==> config.mk <==
export PLATFORM = sky130hd
export DESIGN_NAME = acia_rxfifo
export DESIGN_NICKNAME = d
export VERILOG_FILES = /design/src/rtl/acia_rxfifo.sv
export SDC_FILE = /design/constraint.sdc
export NUM_CORES = 1
export LEC_CHECK = 0
export ABC_AREA = 0
export BUFFER_PORTS_ARGS = -buffer_cell sky130_fd_sc_hd__buf_2
export CAP_MARGIN = 30
export CORE_MARGIN = 2
export CORE_UTILIZATION = 58
export DETAILED_ROUTE_END_ITERATION = 6
export GPL_ROUTABILITY_DRIVEN = 1
export PLACE_DENSITY = 0.78
export SYNTH_ARGS = -nofsm -noshare
export SYNTH_HDL_FRONTEND = slang
export SYNTH_SLANG_ARGS = --single-unit
==> constraint.sdc <==
create_clock -name clk -period 2.9 [get_ports clk]
set_input_delay 0.58 -clock clk [delete_from_list [all_inputs] [get_ports clk]]
set_output_delay 0.58 -clock clk [all_outputs]
set_load 0.1 [all_outputs]
==> src/rtl/acia_rxfifo.sv <==
// acia_rxfifo -- receive FIFO between a serial receiver and the bus-side data register.
//
// Each entry holds the received byte and its framing/error flag. The FIFO is
// first-word-fall-through: the head entry is always presented on rd_dat/rd_err
// while the FIFO is non-empty, and both read as zero when it is empty. A push
// into a full FIFO without a concurrent pop drops the byte and sets a sticky
// overrun flag.
//
// Optional feature: define ACIA_RXFIFO_HWM_EN to enable the registered
// half-full indication on hwm. Without it, hwm is tied to 0.
//
// Parameters:
//   DEPTH    entry count, power of two, 2..64
//   CW       count width, $clog2(DEPTH)+1
//
// Ports:
//   clk      system clock, all state on rising edge
//   rst      asynchronous active-low reset
//   wr_dat   received byte from serial receiver
//   wr_err   error flag accompanying wr_dat
//   wr_stb   one-cycle push strobe
//   rd       pop strobe from bus side
//   flush    synchronous discard of all entries (highest priority)
//   clr_ovr  clear sticky overrun
//   rd_dat   head-entry byte (0 when empty)
//   rd_err   head-entry error flag (0 when empty)
//   empty    no entries held
//   full     DEPTH entries held
//   count    entries held, 0..DEPTH
//   ovr      sticky overrun
//   hwm      half-full indication (count >= DEPTH/2) when enabled

module acia_rxfifo #(
  parameter int unsigned DEPTH = 8,
  parameter int unsigned CW    = $clog2(DEPTH) + 1
) (
  input  logic          clk,
  input  logic          rst,
  input  logic [7:0]    wr_dat,
  input  logic          wr_err,
  input  logic          wr_stb,
  input  logic          rd,
  input  logic          flush,
  input  logic          clr_ovr,
  output logic [7:0]    rd_dat,
  output logic          rd_err,
  output logic          empty,
  output logic          full,
  output logic [CW-1:0] count,
  output logic          ovr,
  output logic          hwm
);

  localparam int unsigned AW = $clog2(DEPTH);

  logic [8:0]    mem_q [DEPTH];
  logic [AW-1:0] wr_ptr_q, wr_ptr_d;
  logic [AW-1:0] rd_ptr_q, rd_ptr_d;
  logic [CW-1:0] count_q, count_d;
  logic          ovr_q, ovr_d;
  logic          do_push, do_pop, ovr_set;
  logic [8:0]    head;

  assign empty = (count_q == '0);
  assign full  = (count_q == CW'(DEPTH));
  assign count = count_q;
  assign ovr   = ovr_q;

  // A pop frees a slot in the same cycle, so a full FIFO still accepts a
  // push when it is popped concurrently. Flush cancels both.
  assign do_pop  = rd & ~empty & ~flush;
  assign do_push = wr_stb & (~full | (rd & ~empty)) & ~flush;
  assign ovr_set = wr_stb & full & ~rd;

  always_comb begin
    wr_ptr_d = wr_ptr_q;
    rd_ptr_d = rd_ptr_q;
    count_d  = count_q;
    ovr_d    = ovr_q;
    if (flush) begin
      wr_ptr_d = '0;
      rd_ptr_d = '0;
      count_d  = '0;
      ovr_d    = 1'b0;
    end else begin
      if (do_push) wr_ptr_d = wr_ptr_q + AW'(1);
      if (do_pop)  rd_ptr_d = rd_ptr_q + AW'(1);
      if (do_push && !do_pop) count_d = count_q + CW'(1);
      if (do_pop && !do_push) count_d = count_q - CW'(1);
      // Set wins over a same-cycle clear so an overrun is never lost.
      if (ovr_set)      ovr_d = 1'b1;
      else if (clr_ovr) ovr_d = 1'b0;
    end
  end

  always_ff @(posedge clk or negedge rst) begin
    if (!rst) begin
      wr_ptr_q <= '0;
      rd_ptr_q <= '0;
      count_q  <= '0;
      ovr_q    <= 1'b0;
    end else begin
      wr_ptr_q <= wr_ptr_d;
      rd_ptr_q <= rd_ptr_d;
      count_q  <= count_d;
      ovr_q    <= ovr_d;
    end
  end

  // Storage is deliberately unreset; empty gating hides stale contents.
  always_ff @(posedge clk) begin
    if (do_push) mem_q[wr_ptr_q] <= {wr_err, wr_dat};
  end

  assign head   = empty ? 9'd0 : mem_q[rd_ptr_q];
  assign rd_dat = head[7:0];
  assign rd_err = head[8];

`ifdef ACIA_RXFIFO_HWM_EN
  logic hwm_q;

  always_ff @(posedge clk or negedge rst) begin
    if (!rst) hwm_q <= 1'b0;
    else      hwm_q <= (count_d >= CW'(DEPTH / 2));
  end

  assign hwm = hwm_q;
`else
  assign hwm = 1'b0;
`endif

endmodule

==> results of run 1 <==
-- metrics by stage --
| step | std cells | cell area [sq um] | total power [mW] |
|---|---|---|---|
| detailed placement | 302 | 3792 | 3.092 |
| CTS | 318 | 3994 | 3.920 |
| global route | 318 | 3995 | 4.031 |
| finish | 318 | 3995 | 3.880 |
| floorplan | 196 | 3512 | 2.804 |
| global placement | 302 | 3792 | 3.075 |
-- registers in the layout, summed over array words and instances, names as in the netlist --
register  flops
count         4
mem_q        72
ovr           1
rd_ptr_q      3
wr_ptr_q      3
-- power breakdown --
group          total (mW)  leakage (nW)  switching, mW  internal (mW)
Combinational        1.61         0.525           1.16          0.453
Sequential           1.44         0.792         0.0880           1.36
Clock               0.826        0.0934          0.423          0.403
Total                3.88          1.41           1.67           2.21
-- worst max-delay path: cells and delay by family, from the launching register on --
family	cells	cell delay, ns
buf+inv	2	0.50
flops	1	0.55
simple gates	1	0.75
-- cell usage after synthesis --
cell / n / area, sq um
a21oi_1: 1 / 5.000
clkbuf_1: 3 / 11.26
o311a_1: 1 / 10.01
nor2b_1: 2 / 12.51
o21a_1: 1 / 7.510
buf_6: 1 / 11.26
buf_4: 1 / 7.510
a211oi_1: 1 / 7.510
o41a_4: 1 / 21.27
or4b_2: 1 / 10.01
buf_1: 2 / 7.510
ha_1: 4 / 50.05
nand2_1: 2 / 7.510
o21ai_2: 1 / 8.760
nor3_1: 3 / 15.01
o311a_2: 1 / 11.26
xnor2_1: 5 / 43.79
nor4_2: 1 / 12.51
nor2_1: 29 / 108.9
mux2i_1: 12 / 120.1
o21ai_0: 1 / 5.000
conb_1: 1 / 3.750
mux2_4: 1 / 15.01
nand2b_1: 2 / 12.51
inv_1: 1 / 3.750
nand3_1: 1 / 5.000
xor2_1: 4 / 35.03
a31oi_1: 1 / 6.260
or3_2: 1 / 7.510
mux4_2: 18 / 405.4
dfrtp_1: 11 / 275.3
or3_1: 1 / 6.260
and2_4: 1 / 8.760
and3_2: 1 / 7.510
buf_2: 3 / 15.01
o211ai_1: 2 / 15.01
or3b_2: 1 / 8.760
edfxtp_1: 72 / 2162
-- routing by layer --
metal,vias to the layer above,wire [um]
met5,-,0
li1,846,-
met2,62,3098
met4,0,97
met1,969,2873
met3,8,351
-- layout by cell type, fill, tap and decap left out, types with 2 or more instances in the layout --
cell and n:
xnor2_1 5, mux2i_1 12, buf_2 30, nor2_1 29, nor3_1 3, ha_1 4, dfrtp_2 3, dfrtp_1 6
nand2_1 2, nand2b_1 2, xor2_1 4, o211ai_1 2, nor2b_1 2, dfrtp_4 2, edfxtp_1 72, clkbuf_8 9
mux4_2 18, clkinvlp_4 3, buf_4 10
-- what timing repair did --
action	CTS	global route
endpoints found under the hold margin	0	0
setup buffers	0	0
endpoints found under the setup margin	0	6
resized for setup	0	1
-- worst min-delay path by stage --
stage | from | to | slack [ns] | cells past startpoint
final | rst | count[0] | 0.09 | 1
after global routing | rst | count[1] | 0.1 | 1
after CTS | rst | count[0] | 0.07 | 1
after detailed placement | rst | ovr | 0.47 | 1
after global placement | rst | count[0] | 0.47 | 1
after floorplan | rst | count[2] | 0.28 | 0
-- cell families (layout without fill, tap and decap cells) --
logic type                 after synthesis  in the layout  share of synthesized area
muxes                                   31             31                     0.1550
and+or+nand+nor                         46             46                    0.06387
DFF                                     83             83                     0.6990
xor gates and xnor gates                 9              9                    0.02260
adders and majority gates                4              4                    0.01435
other                                    1              1                   0.001075
AOI/OAI and AO/OA                       11             11                    0.02799
buffers and inverters                   11             58                    0.01615
-- area by class of cell --
type,count,share of cell area
Multi-Input combinational cell,102,0.2509
Sequential cell,83,0.6129
Clock buffer,9,0.03101
Clock inverter,7,0.01942
Inverter,1,0.0009396
Timing Repair Buffer,41,0.06138
Tap cell,75,0.02349
==> flow_summary.toml, run 1 <==
[synthesis]
synth-seq-cells = 83
ys_seq_area_frac = 0.6990
synth_area_sq_um = 3487
synth_fp_nets = 215
yosysWarningCount = 0
yosys.cell_types.count = 38
synthCells = 196
syn_area_per_cell_sq_um = 17.79

[place]
place_ws_ns = 0.3389
hpwlAfterDp_um = 4086
port_buffers = 30
routabilityCongestion = 0.8299

[detailed_routing]
vias_per_cell = 5.928
routed_wirelength_um = 6419
wl_per_cell_um = 20.19
drc_errors = 0
vias = 1885
first_pass_iters = 4
drt.antenna.violating_nets = 0
first_iter_violations = 206

[clock_network]
cts_tree = "yes"
h-tree-depth = 3
worstSkewPairLatency_ns = 0.35
holdBufCountCts = 0
clkSlewWorstSetupHoldPaths_ns = 0.09
cts_buffers = 9
clockBufferDepth = 2
cts-root-buf = "clkbuf_8"
clock-sinks = 83

[power_and_ir_drop]
leakage_nw = 1.411
ir_drop_mv = 0.6168
power_density_nw_per_um2 = 971.2

[die]
core-area_sq_um = 5851
io_pins = 32
die_w_um = 81.54
rows = 28
dieArea_sq_um = 6649
fp.dieH_um = 81.54
start_util = 0.5960

[sta]
finalMaxSlewViolations = 0
fin_crit_ns = 2.728
setup_slack_ns = 0.1721
slew_headroom = 0.3588
clock_skew_ns = 0.01117
finalSetupViolations = 0
fin_crit_sh = 0.9406
finalSetupTns_ns = 0
fmax_mhz = 366.6
timing.hold.ws_ns = 0.08791
final_hold_viol_count = 0
worstMarginPinSlew_ns = 0.9583
rsz0062_at_grt = "no"

[global_route]
gr-usage-met3 = 0.05495
grt-busiest-layer = "met2"
grt_antenna_before_repair = 0
grt_pass1_wl_um = 9625
grt_pass1_vias = 1817
gr-usage-all-layers = 0.2135
grt_start_max_net_pins = 16
grt_util_met2 = 0.3246
met1_usage = 0.3013
grt_overflow_total = 0

[critical_path]
r2r-start = "count[1]"
rrSetupSlack_ns = 0.34
worstRegToRegCells = 6
cp.required_ns = 2.32
cp_slowest_stage_delay_ns = 0.75
cp.arrival_ns = 2.15
endpoint = "full"
cp_max_fo = 11
cp_slowest_cell = "or4b_2"
start_kind = "flip-flop"
r2r_end = "count[3]"
endpoint_kind = "output port"
crit_type = "reg -> out"
crit_path_start = "count[1]"
cp_cell_sequence = "or4b_2 -> inv_1 -> buf_2"

[cells_and_area]
utilization = 0.6828
ff_latch_area_sq_um = 2449
nets = 257
antenna_cells = 0
nFillCells = 403
synthToLayoutAreaGrowth_pct = 14.57
multi_input_area_sq_um = 1002
drive_above_1_share = 0.3704

[hold_path]
holdCritPathClass = "in -> async"

[run]
maxCapViolCount = 0

[outcome]
status = "completed"
No activity file was read; power rests on OpenSTA's default activity.
==> run 2: changes to the inputs <==
==> constraint.sdc (replaced) <==
create_clock -name clk -period 2.9 [get_ports clk]
set_input_delay 0.435 -clock clk [delete_from_list [all_inputs] [get_ports clk]]
set_output_delay 0.435 -clock clk [all_outputs]
set_load 0.1 [all_outputs]
==> run 2 against run 1 <==
Final area stayed put. Sequential power barely moved. Core utilization did not move. Global-route usage up 0.23 points. Critical path depth stayed put. Non-clock buffer count is 1 higher. Critical path type unchanged. Largest cell class unchanged.
==> flow_summary.toml, run 2 (synthesis gave the netlist of run 1 again) <==
[power_and_ir_drop]
power_density_nw_per_um2 = 975.5
leakage_nw = 1.424
ir_drop_mv = 0.6583

[detailed_routing]
wl_per_cell_um = 19.96
vias_per_cell = 5.811
first_iter_violations = 123
wl_met3_um = 261
drc_errors = 0
dr.max_layer_used = "met4"
drt.antenna.violating_nets = 0
routed_wirelength_um = 6346
wl_met1_um = 2806
first_pass_iters = 4
vias = 1848
dr_wl_met2_um = 3222

[sta]
clock_skew_ns = 0.009187
fin_crit_sh = 0.8881
finalSetupViolations = 0
final_hold_viol_count = 0
fin_crit_ns = 2.575
finalSetupTns_ns = 0
worstMarginPinSlew_ns = 0.9452
finalMaxSlewViolations = 0
fmax_mhz = 388.3
setup_slack_ns = 0.3245
rsz0062_at_grt = "no"
slew_headroom = 0.3675

[clock_network]
clock-sinks = 83
cts.repair.resized = 0
h-tree-depth = 3
cts-root-buf = "clkbuf_8"
clkSlewWorstSetupHoldPaths_ns = 0.08
cts_tree = "yes"
worstSkewPairLatency_ns = 0.34
clockBufferDepth = 2
cts_buffers = 9

[run]
maxCapViolCount = 0

[place]
hpwlAfterDp_um = 4245
place_ws_ns = 0.3456
placed_area_sq_um = 3780
routabilityCongestion = 0.8620
port_buffers = 30

[global_route]
gr-usage-all-layers = 0.2158
grt_start_max_net_pins = 16
grt_overflow_total = 0
grt_pass1_vias = 1881
grt_antenna_before_repair = 0
grt_pass1_wl_um = 9998

[critical_path]
start_kind = "flip-flop"
crit_path_start = "count[1]"
r2r-start = "count[1]"
crit_type = "reg -> out"
cp.required_ns = 2.47
cp.arrival_ns = 2.14
critPathTopFamily = "simple AND/OR/NAND/NOR gates"
crit_buf_inv = 2
cp_cell_sequence = "or4b_2 -> inv_1 -> buf_2"
endpoint_kind = "output port"
cp_slowest_stage_delay_ns = 0.76
crit_cells = 3
cp_slowest_cell = "or4b_2"
worstRegToRegCells = 6
cp_max_fo = 11

[cells_and_area]
nets = 258
nFillCells = 381
drive_above_1_share = 0.3539
largest_reg_flops = 72
antenna_cells = 0
synthToLayoutAreaGrowth_pct = 14.57
finalInstanceArea_sq_um = 3995
largest_register = "mem_q"
mostFrequentLayoutCells = "edfxtp_1 (72), buf_2 (30), nor2_1 (29)"
layout.cells.most_common = "edfxtp_1"

[die]
start_util = 0.5960
dieArea_sq_um = 6649
fp.dieH_um = 81.54
io_pins = 32
rows = 28
die_w_um = 81.54
core-area_sq_um = 5851

[outcome]
status = "completed"

[hold_path]
holdPathStages = 1
worstHoldStart = "wr_dat[4]"
holdCritPathClass = "in -> reg"
run 2: cell type report:
cell class	instances	area (sq um)	share of cell area
clock buffers	9	123.9	0.03101
clock inverters	6	81.33	0.02036
flip-flops and latches	83	2447	0.6126
multi-input cells	102	1002	0.2509
well taps	75	93.84	0.02349
inverters	1	3.754	0.0009396
repair buffers	42	242.7	0.06076
run 2: per-layer routing:
metal  GRT usage  vias to the layer above
li1            -                      843
met1      0.2926                      944
met2      0.3500                       55
met3     0.05604                        6
met4     0.06102                        0
met5           0                        -
run 2: final timing paths:
path	to	slack, ns
worst max register to register	count[3]	0.33
worst max-delay path	full	0.32
min in group asynchronous	rd_ptr_q[2]	0.49
worst min-delay path	mem_q[1][4]	0.36
worst min register to register	wr_ptr_q[0]	0.60
max in group asynchronous	count[0]	2.18
run 2: worst register-to-register path: cells and delay by family, from the launching register on:
kind	cells	cell delay, ns
flip-flops	1	0.55
AO/OA/AOI/OAI	2	0.87
adder cells (fa/ha/maj)	1	0.34
multiplexers	1	0.30
AND/OR/NAND/NOR	2	0.40
run 2: report_power, final:
group / internal [mW] / switching, mW
logic: 0.437 / 1.17
clock network: 0.474 / 0.384
registers: 1.35 / 0.0740
run 2: repair_timing:
item	4_1_cts	5_1_grt
endpoints found under the hold margin	11	0
setup endpoints to repair	0	0
setup buffers	0	0
hold buffers	1	0
run 2: stage by stage:
| stage | hold slack, ns | cells | power [mW] | util |
|---|---|---|---|---|
| 4_1_cts | 0.3427 | 318 | 3.929 | 0.6828 |
| 6_report | 0.3557 | 318 | 3.897 | 0.6828 |
| 3_3_place_gp | 0.3232 | 302 | 3.063 | 0.6461 |
| 3_5_place_dp | 0.3214 | 302 | 3.080 | 0.6461 |
| 2_1_floorplan | 0.1394 | 196 | 2.804 | - |
| 5_1_grt | 0.3470 | 318 | 4.065 | 0.6828 |
